$ cat config.mk
export PLATFORM = sky130hd
export DESIGN_NAME = llc_mshr_table
export DESIGN_NICKNAME = d
export VERILOG_FILES = /design/src/rtl/llc_mshr_table.sv
export SDC_FILE = /design/constraint.sdc
export NUM_CORES = 1
export LEC_CHECK = 0
export CORE_ASPECT_RATIO = 1.2
export CORE_MARGIN = 3
export CORE_UTILIZATION = 62
export DETAILED_ROUTE_END_ITERATION = 8
export PLACE_DENSITY = 0.93
export SLEW_MARGIN = 25
export SYNTH_ARGS = -nofsm -noshare
export SYNTH_HDL_FRONTEND = slang
export SYNTH_SLANG_ARGS = --single-unit
$ cat constraint.sdc
create_clock -name i_clk -period 10.5 [get_ports i_clk]
set_clock_uncertainty 0.1 [all_clocks]
set_input_delay 3.15 -clock i_clk [delete_from_list [all_inputs] [get_ports i_clk]]
set_output_delay 3.15 -clock i_clk [all_outputs]
set_load 0.005 [all_outputs]
$ cat src/rtl/llc_mshr_table.sv
// Parametrised LLC miss-status holding register table: allocate, lookup, update,
// free, completion tracking, occupancy and sticky protocol-error flag.
module llc_mshr_table #(
   parameter  int N_ENTRIES  = 8,
   parameter  int ADDR_BITS  = 26,
   parameter  int SET_BITS   = 9,
   parameter  int STATE_BITS = 4,
   parameter  int ID_BITS    = 5,
   parameter  int WM_BITS    = 4,
   parameter  int CNT_BITS   = 4,
   localparam int IDXW       = (N_ENTRIES > 1) ? $clog2(N_ENTRIES) : 1,
   localparam int OCCW       = $clog2(N_ENTRIES + 1)
) (
   input  logic                  i_clk,
   input  logic                  i_rst_n,
   input  logic                  i_alloc_valid,
   output logic                  o_alloc_ready,
   input  logic [ADDR_BITS-1:0]  i_alloc_addr,
   input  logic [STATE_BITS-1:0] i_alloc_state,
   input  logic [ID_BITS-1:0]    i_alloc_req_id,
   input  logic [WM_BITS-1:0]    i_alloc_word_mask,
   input  logic [CNT_BITS-1:0]   i_alloc_invack_cnt,
   output logic [IDXW-1:0]       o_alloc_idx,
   input  logic [ADDR_BITS-1:0]  i_lookup_addr,
   output logic                  o_lookup_hit,
   output logic [IDXW-1:0]       o_lookup_idx,
   output logic [STATE_BITS-1:0] o_lookup_state,
   output logic [ID_BITS-1:0]    o_lookup_req_id,
   output logic [WM_BITS-1:0]    o_lookup_word_mask,
   output logic                  o_lookup_set_conflict,
   input  logic                  i_upd_valid,
   input  logic [IDXW-1:0]       i_upd_idx,
   input  logic                  i_upd_state_en,
   input  logic [STATE_BITS-1:0] i_upd_state,
   input  logic [WM_BITS-1:0]    i_upd_wm_clr,
   input  logic                  i_upd_invack_dec,
   input  logic                  i_free_valid,
   input  logic [IDXW-1:0]       i_free_idx,
   output logic                  o_done_valid,
   output logic [IDXW-1:0]       o_done_idx,
   output logic [OCCW-1:0]       o_occupancy,
   output logic                  o_full,
   output logic                  o_empty,
   output logic                  o_err
);

   localparam logic [OCCW-1:0] OCC_FULL = OCCW'(N_ENTRIES);

   logic [N_ENTRIES-1:0]  r_valid;
   logic [ADDR_BITS-1:0]  r_addr  [N_ENTRIES];
   logic [STATE_BITS-1:0] r_state [N_ENTRIES];
   logic [ID_BITS-1:0]    r_req_id[N_ENTRIES];
   logic [WM_BITS-1:0]    r_wm    [N_ENTRIES];
   logic [CNT_BITS-1:0]   r_cnt   [N_ENTRIES];
   logic [OCCW-1:0]       r_occ;
   logic                  r_err;

   logic                  w_dup;
   logic [IDXW-1:0]       w_grant;
   logic                  w_hit;
   logic [IDXW-1:0]       w_hit_idx;
   logic [STATE_BITS-1:0] w_hit_state;
   logic [ID_BITS-1:0]    w_hit_req_id;
   logic [WM_BITS-1:0]    w_hit_wm;
   logic                  w_set_conflict;
   logic                  w_done;
   logic [IDXW-1:0]       w_done_idx;
   logic                  w_upd_tgt_valid;
   logic                  w_upd_cnt_zero;
   logic                  w_free_tgt_valid;
   logic                  w_alloc_acc;
   logic                  w_free_ok;
   logic                  w_upd_ok;
   logic                  w_err_set;

   // Descending scan so the last assignment wins, leaving the lowest index.
   always_comb begin
      w_dup            = 1'b0;
      w_grant          = '0;
      w_hit            = 1'b0;
      w_hit_idx        = '0;
      w_hit_state      = '0;
      w_hit_req_id     = '0;
      w_hit_wm         = '0;
      w_set_conflict   = 1'b0;
      w_done           = 1'b0;
      w_done_idx       = '0;
      w_upd_tgt_valid  = 1'b0;
      w_upd_cnt_zero   = 1'b0;
      w_free_tgt_valid = 1'b0;
      for (int i = N_ENTRIES - 1; i >= 0; i--) begin
         if (!r_valid[i]) begin
            w_grant = IDXW'(i);
         end else begin
            if (r_addr[i] == i_alloc_addr) w_dup = 1'b1;
            if (r_addr[i] == i_lookup_addr) begin
               w_hit        = 1'b1;
               w_hit_idx    = IDXW'(i);
               w_hit_state  = r_state[i];
               w_hit_req_id = r_req_id[i];
               w_hit_wm     = r_wm[i];
            end
            if (r_addr[i][SET_BITS-1:0] == i_lookup_addr[SET_BITS-1:0]) w_set_conflict = 1'b1;
            if (r_wm[i] == '0 && r_cnt[i] == '0) begin
               w_done     = 1'b1;
               w_done_idx = IDXW'(i);
            end
            if (i_upd_idx == IDXW'(i)) begin
               w_upd_tgt_valid = 1'b1;
               w_upd_cnt_zero  = (r_cnt[i] == '0);
            end
            if (i_free_idx == IDXW'(i)) w_free_tgt_valid = 1'b1;
         end
      end
   end

   assign o_full        = (r_occ == OCC_FULL);
   assign o_empty       = (r_occ == '0);
   assign o_alloc_ready = !o_full && !w_dup;
   assign o_alloc_idx   = w_grant;

   assign w_alloc_acc = i_alloc_valid && o_alloc_ready;
   assign w_free_ok   = i_free_valid && w_free_tgt_valid;
   // A same-cycle free of the updated entry silently discards the update.
   assign w_upd_ok    = i_upd_valid && w_upd_tgt_valid && !(w_free_ok && (i_free_idx == i_upd_idx));
   assign w_err_set   = (i_upd_valid && !w_upd_tgt_valid)
                     || (i_free_valid && !w_free_tgt_valid)
                     || (w_upd_ok && i_upd_invack_dec && w_upd_cnt_zero);

   always_ff @(posedge i_clk or negedge i_rst_n) begin
      if (!i_rst_n) begin
         r_valid <= '0;
         r_occ   <= '0;
         r_err   <= 1'b0;
         for (int i = 0; i < N_ENTRIES; i++) begin
            r_addr[i]   <= '0;
            r_state[i]  <= '0;
            r_req_id[i] <= '0;
            r_wm[i]     <= '0;
            r_cnt[i]    <= '0;
         end
      end else begin
         if (w_err_set) r_err <= 1'b1;
         r_occ <= r_occ + OCCW'(w_alloc_acc) - OCCW'(w_free_ok);
         for (int i = 0; i < N_ENTRIES; i++) begin
            if (w_free_ok && i_free_idx == IDXW'(i)) begin
               r_valid[i] <= 1'b0;
            end else if (w_upd_ok && i_upd_idx == IDXW'(i)) begin
               if (i_upd_state_en) r_state[i] <= i_upd_state;
               r_wm[i] <= r_wm[i] & ~i_upd_wm_clr;
               if (i_upd_invack_dec && r_cnt[i] != '0) r_cnt[i] <= r_cnt[i] - CNT_BITS'(1);
            end
            if (w_alloc_acc && w_grant == IDXW'(i)) begin
               r_valid[i]  <= 1'b1;
               r_addr[i]   <= i_alloc_addr;
               r_state[i]  <= i_alloc_state;
               r_req_id[i] <= i_alloc_req_id;
               r_wm[i]     <= i_alloc_word_mask;
               r_cnt[i]    <= i_alloc_invack_cnt;
            end
         end
      end
   end

   assign o_lookup_hit          = w_hit;
   assign o_lookup_idx          = w_hit_idx;
   assign o_lookup_state        = w_hit_state;
   assign o_lookup_req_id       = w_hit_req_id;
   assign o_lookup_word_mask    = w_hit_wm;
   assign o_lookup_set_conflict = w_set_conflict;
   assign o_done_valid          = w_done;
   assign o_done_idx            = w_done_idx;
   assign o_occupancy           = r_occ;
   assign o_err                 = r_err;

endmodule

## After elaboration in Yosys (flattened, before gate mapping)

Cells that the tools add are included.

- Flip-flop bits (word level): 357
- Word-level logic and storage cells: 562

- $add $sub $neg: 10
- Equality and inequality tests: 55
- Mux-type cells: 297
- Bitwise gates (word level): 9
- Reductions and logical operators: 141

Operators with widths:

| operator | number |
|---|---|
| $mux 4 | 113 |
| $eq 26x26->1 | 16 |
| $mux 1 | 128 |
| $mux 3 | 40 |
| $mux 5 | 16 |
| $eq 9x9->1 | 8 |
| $logic_not 4->1 | 17 |
| $reduce_bool 2->1 | 32 |
| $logic_and 1x1->1 | 50 |
| $reduce_and 3->1 | 16 |
| $eq 3x3->1 const B | 12 |
| $and 4x4->4 | 8 |
| $reduce_bool 4->1 | 8 |
| $sub 4x1->4 const B | 8 |
| $eq 3x2->1 const B | 6 |
| $ne 2x1->1 const B | 8 |
| $reduce_and 2->1 | 8 |
| $eq 3x1->1 const B | 3 |
| $logic_not 3->1 | 3 |
| $logic_not 1->1 | 5 |
| $add 4x1->4 | 1 |
| $eq 4x4->1 const B | 1 |
| $not 4->4 | 1 |
| $sub 4x1->4 | 1 |
| other kinds (2) | 3 |

## Depth between registers and ports, before layout

- Depth after elaboration: 25
- Gate-level depth with buffers: 16

## Worst setup path after synthesis

No wires, ideal clock.

- Path type: input port to output port
- Start: input i_lookup_addr[7]
- End: output o_lookup_req_id[3]
- Arrival time: 5.149 ns
- Required time: 7.250 ns
- Setup slack: 2.101 ns
- Stages: 10
- Buffers on the path: 3
- Path through: buf_2 xor2_1 nor4_1 nand4_1 or3_1 buf_6 buf_8 o21a_1 o2111a_1 a221o_1

- Longest elaborated chain between the ends: 17
- Elaborated cells on any way between the ends: 24

Ends and longest elaborated chain:

| item | RTL line | text |
|---|---|---|
| from (decl) | 24 | `input logic [ADDR_BITS-1:0] i_lookup_addr,` |
| $eq 26x26->1 | 96 | `if (r_addr[i] == i_lookup_addr) begin` |
| $mux 5 | 96 |  |
| $mux 5 | 92 | `if (!r_valid[i]) begin` |
| $mux 5 | 96 |  |
| $mux 5 | 92 |  |
| $mux 5 | 96 |  |
| $mux 5 | 92 |  |
| $mux 5 | 96 |  |
| $mux 5 | 92 |  |
| $mux 5 | 96 |  |
| $mux 5 | 92 |  |
| $mux 5 | 96 |  |
| $mux 5 | 92 |  |
| $mux 5 | 96 |  |
| $mux 5 | 92 |  |
| $mux 5 | 96 |  |
| $mux 5 * | 92 |  |
| to (decl) | 28 | `output logic [ID_BITS-1:0] o_lookup_req_id,` |

Mark *: on every way between the ends. The rest lies on a longest branch, timed or not.

## Worst setup path after layout

- Start: input i_lookup_addr[5]
- End: output o_lookup_state[1]

- Longest elaborated chain between the ends: 17
- Elaborated cells on any way between the ends: 24

Ends and longest elaborated chain:

| item | RTL line | text |
|---|---|---|
| $eq 26x26->1 | 96 |  |
| $mux 4 | 96 |  |
| $mux 4 | 92 |  |
| $mux 4 | 96 |  |
| $mux 4 | 92 |  |
| $mux 4 | 96 |  |
| $mux 4 | 92 |  |
| $mux 4 | 96 |  |
| $mux 4 | 92 |  |
| $mux 4 | 96 |  |
| $mux 4 | 92 |  |
| $mux 4 | 96 |  |
| $mux 4 | 92 |  |
| $mux 4 | 96 |  |
| $mux 4 | 92 |  |
| $mux 4 | 96 |  |
| $mux 4 * | 92 |  |
| to (decl) | 27 | `output logic [STATE_BITS-1:0] o_lookup_state,` |

Marked as above.

==> flow_summary_export.csv <==
group,metric,value,unit
logic_synthesis,synth.area.top_cells,"dfrtp_1 40%, mux2_2 18%, xnor2_1 14%",
clocking,cts.sinks,357,
critical_path,crit_fanout,15,
floorplanning,rows,75,
timing,worst_slack,0.260,ns
clocking,cts_tree,"built",
routing,wirelength,74200,um
critical_path,path_buf_inv,3,
global_route,grt.total_usage,39.0,%
routing,route.detailed.drc,0,
logic_synthesis,ys_types,75,
critical_path,required,7.25,ns
placed_design,dp_hpwl,54100,um
clocking,post_cts_buffers,0,
floorplanning,core,35100,um^2
timing,period_share,97.5,%
timing,max_freq,97.7,MHz
global_route,antenna_found_initial,1,
pwr,powerDensity,290,nW/um^2
routing,drtIter0Drc,2125,
timing,hold_viol,0,
routing,vias,16815,
pwr,ir_drop,0.000204,V
routing,wire_per_inst,29.0,um
timing,rsz0062_at_grt,"no",
critical_path,critPathLaunchType,"input pin",
logic_synthesis,ys_async_sr_fraction,100,%
timing,fin_setup_tns,0,ns
critical_path,cp_top_family,"simple AND/OR/NAND/NOR gates",
logic_synthesis,yosysTopAreaCell,"dfrtp_1",
final_layout,stdcell_area,24900,um^2
routing,ant_nets,0,
final_layout,nNetsFinal,2183,
timing,tightest_slew,1.03,ns
placed_design,placed_cell_area,23600,um^2
global_route,gr-total-overflow,0,
logic_synthesis,yosys_register_bits,357,
timing,holdWs,0.409,ns
critical_path,r2r_setup_slack,6.02,ns
critical_path,path_cells,"clkdlybuf4s50_1, xor2_1, nor4_1, nand4_1, or3_1, buf_4, o21a_1, o2111a_1, a221o_1, clkdlybuf4s50_1",
routing,dr.pass1.iters,6,
final_layout,area.growth.synth_to_final,12.2,%
global_route,grt_max_degree,148,
critical_path,cp.arrival,6.99,ns
logic_synthesis,synth.avg_cell_area,11.1,um^2
logic_synthesis,synth_area,22200,um^2
global_route,grt_pass1_wl,109000,um
clocking,cts.path.max_buffers,3,
logic_synthesis,synth-edff-count,0,
clocking,h-tree-depth,2,
timing,slew_headroom,31.1,%
logic_synthesis,synth_top_area_share,40.3,%
logic_synthesis,synth_ff_type,"dfrtp_1",
timing,slew_violations,0,
routing,vias_per_cell,6.57,
placed_design,post-place-ws,0.376,ns
pwr,p_leak,10.1,nW
logic_synthesis,synth_fp_nets,2106,
run,drv_cap,0,
logic_synthesis,yosys_warnings,0,
pwr,total_power,7.22,mW
timing,setup_viol,0,
clocking,clock_latency,0.55,ns
floorplanning,die_w,179,um
final_layout,mostFrequentLayoutCell,"dfrtp_1",
placed_design,place_congestion,1.06,
clocking,cts_resized,0,
outcome,outcome,"finished clean",
critical_path,crit_top_cell,"clkdlybuf4s50_1",
logic_synthesis,syn-instance-count,1995,
critical_path,cp-end-kind,"output port",
clocking,cts_root_buffer,"clkbuf_16",
placed_design,io_buffers,122,
logic_synthesis,seq_area_frac_synth,40.3,%
floorplanning,dieArea,38100,um^2
min_path,hold_class,"reg2reg",
floorplanning,ioPinCount,123,
final_layout,layout_common_cells,"357 x dfrtp_1, 349 x mux2_2, 343 x xnor2_1",
final_layout,fillCellCount,2559,
placed_design,placed_cells,2491,
critical_path,max_stage_delay,0.67,ns
timing,period_needed,10.24,ns
critical_path,setup.worst_path.class,"in2out",
final_layout,finalNonFillerCells,2561,
clocking,path_clk_slew,0.06,ns
clocking,cts_buffers,40,
critical_path,critical_path.slowest_cell,"clkdlybuf4s50_1",
final_layout,drive_gt1_share,24.8,%
global_route,grt_pass1_vias,16994,
floorplanning,die_h,213,um
floorplanning,initial_core_util,63.2,%
final_layout,final_util,70.9,%
clocking,hold_buffers,0,
-- area by class of cell --
class                   instances  area (um^2)  area share, %
inverters                      64          240          0.965
flip-flops and latches        357         8930           35.9
repair buffers                188         1770           7.10
multi-input cells            1421        12100           48.5
clock buffers                  61         1220           4.91
diodes                          1         2.50         0.0101
well taps                     462          578           2.32
clock inverters                 7         85.1          0.342
-- worst reg2reg max path, stage by stage, from the launching register on --
cell     delay, ns
dfrtp_1       0.41
xnor2_1       0.17
buf_4         0.20
nand4_1       0.22
nor3_1        0.10
a22oi_1       0.36
nand4_1       0.52
buf_4         0.40
nor4b_4       0.69
buf_4         0.67
mux2_2        0.50
-- cell families after synthesis --
group	Yosys count	synth area share, %
compound gates	187	6.48
simple gates	410	10.5
mux	368	18.9
buf+inv	217	5.47
flops	357	40.3
xor+xnor	435	17.2
fa+ha+maj	21	1.22
-- layer usage --
metal | vias up | global-route usage [%] | wire length (um) | part of all wire, %
met5 | - | 0 | 0 | 0
met4 | 0 | 25.4 | 5990 | 8.1
met3 | 259 | 5.57 | 5400 | 7.3
met2 | 958 | 63.0 | 35200 | 47
met1 | 8408 | 49.0 | 27600 | 37
li1 | 7190 | - | - | -
-- synthesized netlist by cell type, drive strengths merged (14+ instances only) --
cell / count
nor3: 32
a21oi: 21
dfrtp: 357
o21ai: 23
ha: 20
nor2: 52
nand3: 39
clkbuf: 26
or2: 20
o21a: 14
nand4: 93
mux2: 358
xor2: 92
nand2b: 19
a221o: 24
xnor2: 343
a21boi: 24
nand2: 54
inv: 64
buf: 127
and2: 15
nor4: 44
-- flip-flops by register name, indices dropped and copies added, names as in the netlist --
name	cells
r_cnt	32
r_state	32
r_addr	208
o_err	1
r_wm	32
r_valid	8
o_occupancy	4
r_req_id	40
-- where the power goes --
part	switching [mW]	total, mW	internal, mW
logic	1.44	2.96	1.52
registers	0.788	2.85	2.06
clock network	0.567	1.41	0.845
-- final timing paths --
check                            startpoint           endpoint  depth (start not counted)
setup / recovery           i_lookup_addr[5]  o_lookup_state[1]                         10
hold / removal                 r_req_id[36]       r_req_id[36]                          1
setup reg to reg                 r_addr[84]        r_addr[193]                         10
hold reg to reg                r_req_id[36]       r_req_id[36]                          1
max in group asynchronous           i_rst_n        r_addr[157]                          2
min in group asynchronous           i_rst_n        r_state[10]                          1
Note: power is estimated with default switching activity, not from simulation.
